### config.mk
export PLATFORM = sky130hd
export DESIGN_NAME = hamming_secded_decoder
export DESIGN_NICKNAME = d
export VERILOG_FILES = /design/src/rtl/hamming_secded_decoder.sv
export SDC_FILE = /design/constraint.sdc
export NUM_CORES = 1
export LEC_CHECK = 0
export ABC_AREA = 1
export CORE_MARGIN = 2
export CORE_UTILIZATION = 40
export CTS_CLUSTER_SIZE = 10
export DETAILED_ROUTE_END_ITERATION = 12
export PLACE_DENSITY = 0.74
export SETUP_SLACK_MARGIN = 0.1
export SLEW_MARGIN = 10
export SYNTH_ARGS = -nofsm -noshare
export SYNTH_HDL_FRONTEND = slang
export SYNTH_SLANG_ARGS = --single-unit
### constraint.sdc
create_clock -name clk -period 1.6 [get_ports clk]
set_input_delay 0.16 -clock clk [delete_from_list [all_inputs] [get_ports clk]]
set_output_delay 0.16 -clock clk [all_outputs]
set_load 0.01 [all_outputs]
### src/rtl/hamming_secded_decoder.sv
`default_nettype none
// ----------------------------------------------------------------------------
// hamming_secded_decoder : extended-Hamming SEC-DED decoder with valid/ready
//                          flow control and saturating error counters
// Revision 1.0
// ----------------------------------------------------------------------------
module hamming_secded_decoder #(
   parameter  int DATA_W = 4,
   parameter  int PIPE   = 0,
   parameter  int CNT_W  = 16,
   localparam int R      = (DATA_W <= 4)   ? 3 :
                           (DATA_W <= 11)  ? 4 :
                           (DATA_W <= 26)  ? 5 :
                           (DATA_W <= 57)  ? 6 :
                           (DATA_W <= 120) ? 7 :
                           (DATA_W <= 247) ? 8 : 9,
   localparam int CW_W   = DATA_W + R + 1
) (
   input  logic              clk,
   input  logic              reset,
   input  logic              in_valid,
   output logic              in_ready,
   input  logic [CW_W-1:0]   codeword,
   input  logic              correct_en,
   output logic              out_valid,
   input  logic              out_ready,
   output logic [DATA_W-1:0] message,
   output logic              err_corr,
   output logic              err_uncorr,
   output logic [R-1:0]      syndrome,
   input  logic              cnt_clr,
   output logic [CNT_W-1:0]  corr_cnt,
   output logic [CNT_W-1:0]  uncorr_cnt
);

   function automatic logic [R-1:0] calc_syndrome(input logic [CW_W-1:0] cw);
      logic [R-1:0] s;
      s = '0;
      for (int i = 1; i < CW_W; i++) begin
         if (cw[i]) s = s ^ R'(i);
      end
      return s;
   endfunction

   // Returns {message, err_corr, err_uncorr}; data is gathered from the
   // non-power-of-two positions in ascending order.
   function automatic logic [DATA_W+1:0] decode(input logic [CW_W-1:0] cw,
                                                input logic [R-1:0]    s,
                                                input logic            p,
                                                input logic            en);
      logic [CW_W-1:0]   fixed;
      logic [DATA_W-1:0] msg;
      logic              ec;
      logic              eu;
      fixed = cw;
      msg   = '0;
      ec    = 1'b0;
      eu    = 1'b0;
      if (s == '0) begin
         ec = p;
      end else if (!p || (int'(s) >= CW_W)) begin
         eu = 1'b1;
      end else begin
         ec = 1'b1;
         if (en) fixed = cw ^ (CW_W'(1) << s);
      end
      for (int i = 1; i < CW_W; i++) begin
         if ((i & (i - 1)) != 0) msg = {fixed[i], msg[DATA_W-1:1]};
      end
      return {msg, ec, eu};
   endfunction

   logic              out_valid_q,  out_valid_d;
   logic [DATA_W-1:0] message_q,    message_d;
   logic              err_corr_q,   err_corr_d;
   logic              err_uncorr_q, err_uncorr_d;
   logic [R-1:0]      syndrome_q,   syndrome_d;
   logic [CNT_W-1:0]  corr_cnt_q,   corr_cnt_d;
   logic [CNT_W-1:0]  uncorr_cnt_q, uncorr_cnt_d;

   logic              w_out_free;
   logic              w_src_valid;
   logic [CW_W-1:0]   w_src_cw;
   logic [R-1:0]      w_src_syn;
   logic              w_src_par;
   logic              w_src_en;
   logic [DATA_W-1:0] w_msg;
   logic              w_ec;
   logic              w_eu;
   logic              w_fire;

   assign w_out_free = !out_valid_q || out_ready;

   generate
      if (PIPE != 0) begin : g_pipe
         logic            s1_valid_q, s1_valid_d;
         logic [CW_W-1:0] s1_cw_q,    s1_cw_d;
         logic [R-1:0]    s1_syn_q,   s1_syn_d;
         logic            s1_par_q,   s1_par_d;
         logic            s1_en_q,    s1_en_d;

         assign in_ready = !reset && (!s1_valid_q || w_out_free);

         always_comb begin
            s1_valid_d = s1_valid_q;
            s1_cw_d    = s1_cw_q;
            s1_syn_d   = s1_syn_q;
            s1_par_d   = s1_par_q;
            s1_en_d    = s1_en_q;
            if (!s1_valid_q || w_out_free) s1_valid_d = in_valid;
            if (in_valid && in_ready) begin
               s1_cw_d  = codeword;
               s1_syn_d = calc_syndrome(codeword);
               s1_par_d = ^codeword;
               s1_en_d  = correct_en;
            end
         end

         always_ff @(posedge clk) begin
            if (reset) begin
               s1_valid_q <= 1'b0;
               s1_cw_q    <= '0;
               s1_syn_q   <= '0;
               s1_par_q   <= 1'b0;
               s1_en_q    <= 1'b0;
            end else begin
               s1_valid_q <= s1_valid_d;
               s1_cw_q    <= s1_cw_d;
               s1_syn_q   <= s1_syn_d;
               s1_par_q   <= s1_par_d;
               s1_en_q    <= s1_en_d;
            end
         end

         assign w_src_valid = s1_valid_q;
         assign w_src_cw    = s1_cw_q;
         assign w_src_syn   = s1_syn_q;
         assign w_src_par   = s1_par_q;
         assign w_src_en    = s1_en_q;
      end else begin : g_direct
         assign in_ready    = !reset && w_out_free;
         assign w_src_valid = in_valid && in_ready;
         assign w_src_cw    = codeword;
         assign w_src_syn   = calc_syndrome(codeword);
         assign w_src_par   = ^codeword;
         assign w_src_en    = correct_en;
      end
   endgenerate

   always_comb begin
      {w_msg, w_ec, w_eu} = decode(w_src_cw, w_src_syn, w_src_par, w_src_en);
      out_valid_d  = out_valid_q;
      message_d    = message_q;
      err_corr_d   = err_corr_q;
      err_uncorr_d = err_uncorr_q;
      syndrome_d   = syndrome_q;
      if (w_out_free) begin
         out_valid_d = w_src_valid;
         if (w_src_valid) begin
            message_d    = w_msg;
            err_corr_d   = w_ec;
            err_uncorr_d = w_eu;
            syndrome_d   = w_src_syn;
         end
      end

      // Clear takes priority over a same-cycle increment.
      w_fire       = out_valid_q && out_ready;
      corr_cnt_d   = corr_cnt_q;
      uncorr_cnt_d = uncorr_cnt_q;
      if (cnt_clr) begin
         corr_cnt_d   = '0;
         uncorr_cnt_d = '0;
      end else if (w_fire) begin
         if (err_corr_q && (corr_cnt_q != '1))     corr_cnt_d   = corr_cnt_q + CNT_W'(1);
         if (err_uncorr_q && (uncorr_cnt_q != '1)) uncorr_cnt_d = uncorr_cnt_q + CNT_W'(1);
      end
   end

   always_ff @(posedge clk) begin
      if (reset) begin
         out_valid_q  <= 1'b0;
         message_q    <= '0;
         err_corr_q   <= 1'b0;
         err_uncorr_q <= 1'b0;
         syndrome_q   <= '0;
         corr_cnt_q   <= '0;
         uncorr_cnt_q <= '0;
      end else begin
         out_valid_q  <= out_valid_d;
         message_q    <= message_d;
         err_corr_q   <= err_corr_d;
         err_uncorr_q <= err_uncorr_d;
         syndrome_q   <= syndrome_d;
         corr_cnt_q   <= corr_cnt_d;
         uncorr_cnt_q <= uncorr_cnt_d;
      end
   end

   assign out_valid  = out_valid_q;
   assign message    = message_q;
   assign err_corr   = err_corr_q;
   assign err_uncorr = err_uncorr_q;
   assign syndrome   = syndrome_q;
   assign corr_cnt   = corr_cnt_q;
   assign uncorr_cnt = uncorr_cnt_q;

endmodule
`default_nettype wire
==> flow_metrics.tcl <==
set metrics [dict create \
    synthDominantCellAreaShare 0.327 \
    report.final.setup_viol 0 \
    path_buf_inv 2 \
    synth_nets 416 \
    synthMostInstantiatedCell "nand2_1" \
    placementRows 29 \
    root_buffer "clkbuf_8" \
    cell_with_the_biggest_individual_delay_on_the_critical_path "clkdlybuf4s50_1" \
    required_time_of_the_critical_path_ns 1.44 \
    status "finished clean" \
    worst-r2r-setup-slack_ns 0.17 \
    netlist_area_sq_mm 0.00257 \
    clockBufferDepth 2 \
    die_height_microns 84.2 \
    synth_cell_types 28 \
    grt_overflow_total 0 \
    clkLatencyLatePin_ns 0.30 \
    violation_count_after_the_first_detailed_route_iteration 106 \
    global_route.usage.total 0.181 \
    worst_slew_pin_slew_ns 0.253 \
    clk_transition_reported_paths_ns 0.09 \
    finish.instance_area_sq_mm 0.00377 \
    crit_path_start_kind "flip-flop" \
    io_pins 57 \
    seq_area_frac_synth 0.327 \
    ys_ff_latch 42 \
    min-delay-path-class "input pin to flip-flop" \
    hold_slack_ns 0.305 \
    pin_count_of_the_biggest_net_entering_global_routing 18 \
    antenna-diode-count 0 \
    grt_antenna_before_repair 0 \
    floorplan.die.width_microns 84.2 \
    cell_area_after_placement_sq_mm 0.00342 \
    area.growth.synth_to_final_pct 46.7 \
    fillerInstances 557 \
    slew_viol_final 0 \
    drt_wl_total_microns 6570 \
    worst_ep_arrival_time_ns 1.31 \
    crit-reg2reg-launch "corr_cnt[0]" \
    post_synth_most_frequent_cells "nand2_1 (147), inv_1 (43), dfxtp_1 (42)" \
    synthCells 400 \
    antenna_violating_nets_post_route 0 \
    rsz0062_at_grt "true" \
    synth.area.top_cells "dfxtp_1 (33%), nand2_1 (21%), inv_1 (6.3%), nor2_1 (5.4%), xor2_1 (5.1%)" \
    drt_first_pass_iters 4 \
    tritoncts.num_buffers 5 \
    dr_total_vias 2772 \
    cts-htree-levels 2 \
    fin_skew_ns 0.00773 \
    die-area_sq_mm 0.00709 \
    ys_warn_count 0 \
    critical_path.cell_chain "buf_12, clkdlybuf4s50_1" \
    cp-startpoint "corr_cnt[0]" \
    grt_first_pass_wirelength_microns 10800 \
    placeableCoreArea_sq_mm 0.00628 \
    final_critical_path_setup_slack_ns 0.127 \
    category_of_the_worst_setup_path_capture_point "output port" \
    max_freq_ghz 0.679 \
    timing.critical_path.depth 2 \
    netlist.top_cell.by_area "dfxtp_1" \
    async_reset_ff_frac 0 \
    start_util 0.410 \
    avgRoutedWirePerCell_microns 11.5 \
    max_stage_delay_ns 0.52 \
    layout-drive-gt1-share 0.209 \
    timing.rr.end "corr_cnt[13]" \
    fraction_of_the_cycle_the_final_worst_path_needs 0.921 \
    io_buffers 56 \
    crit_path_end "corr_cnt[0]" \
    critical_path.top_delay_family "buffers and inverters" \
    pre_cts_ws_ns -0.0829 \
    number_of_enable_flip_flop_cells_after_synthesis 0 \
    min_from "codeword[6]" \
    avgViaCountPerCell 4.86 \
    place.gp.congestion 0.829 \
    slew_headroom 0.830 \
    place.detailed.hpwl_microns 4850 \
    period_needed_ns 1.47 \
    power.leakage_nw 1.70 \
    power.total_mw 2.06 \
    timing.setup.critical_path_class "flip-flop to output port" \
    crit_fanout 3 \
    ff2ff_path_depth 10 \
    synth-main-ff-cell "dfxtp_1" \
    maxCapViolCount 0 \
    hold_viol 0 \
    drcViolationCount 0 \
    finalNetCount 509 \
    cts_tree "built" \
    synth.avg_cell_area_sq_um 6.43 \
    power.ir.vdd_worst_v 0.000443 \
    p_per_area_mw_per_mm2 545 \
    vias_in_the_first_global_route 2548 \
    cts_sinks 42 \
]
==> area by class of cell <==
type,instances,area [sq um],area share
multi-input combinational,303,1610,0.428
timing repair buffer,94,930,0.247
sequential,42,868,0.230
inverter,47,184,0.0488
tap,77,96.3,0.0255
clock buffer,5,68.8,0.0182
clock inverter,2,10.0,0.00265
==> worst reg2reg max path: cells and delay by family, from the launching register on <==
| kind | cells | cell delay, ns |
|---|---|---|
| simple gates | 7 | 0.57 |
| flops | 1 | 0.39 |
| fa+ha+maj | 1 | 0.16 |
| buf+inv | 2 | 0.20 |
==> metrics by stage <==
| stage | TNS, ns | instances | util |
|---|---|---|---|
| 2_1_floorplan | 0 | 400 | - |
| 3_3_place_gp | -0.0868 | 558 | 0.545 |
| 3_5_place_dp | -0.391 | 558 | 0.545 |
| 4_1_cts | 0 | 565 | 0.561 |
| 5_1_grt | 0 | 570 | 0.601 |
| 6_report | 0 | 570 | 0.601 |
==> timing repair <==
action	4_1_cts	5_1_grt
pin swaps	0	10
hold buffers	0	0
resized for setup	8	61
endpoints found under the setup margin	30	51
cloned	0	1
setup buffers	0	4
==> cell families after synthesis <==
logic type	after synthesis	synth area share
compound gates	48	0.109
flops	42	0.327
simple gates	228	0.377
xor+xnor	25	0.0852
buf+inv	55	0.0929
fa+ha+maj	2	0.00973
==> cells in the final DEF (no fill, tap or decap), drive strengths merged <==
cell	count
clkbuf	6
nand2	149
dfxtp	42
xnor2	10
ha	2
dlymetal6s2s	14
nor3	10
clkinv	2
nor2	40
nand3b	1
o21ai	12
clkdlybuf4s50	41
dlygate4sd2	1
buf	37
nand3	23
xor2	15
nand4	5
a21oi	34
inv	47
o21bai	1
a21boi	1
==> power breakdown <==
part | internal, mW | switching, mW
sequential | 1.06 | 0.0142
combinational | 0.148 | 0.167
clock | 0.294 | 0.372
total | 1.50 | 0.553
==> flip-flops by register name, summed over array words and instances, names as in the netlist <==
| register | cells |
|---|---|
| corr_cnt | 16 |
| err_corr | 1 |
| err_uncorr | 1 |
| message | 4 |
| out_valid | 1 |
| syndrome | 3 |
| uncorr_cnt | 16 |
==> layer usage <==
metal  GRT usage  share of wire
met3      0.0354          0.047
met2       0.318           0.50
met1       0.226           0.44
met4      0.0499          0.010
met5           0              0
==> how the worst min path moves through the flow <==
| stage | endpoint | depth (start not counted) | slack (ns) |
|---|---|---|---|
| CTS | syndrome[1] | 2 | 0.47 |
| global route | message[2] | 4 | 0.34 |
| global placement | syndrome[0] | 2 | 0.45 |
| floorplan | out_valid | 2 | 0.28 |
| detailed placement | syndrome[1] | 2 | 0.46 |
| finish | message[2] | 4 | 0.30 |
No activity file was read; power rests on OpenSTA's default activity.
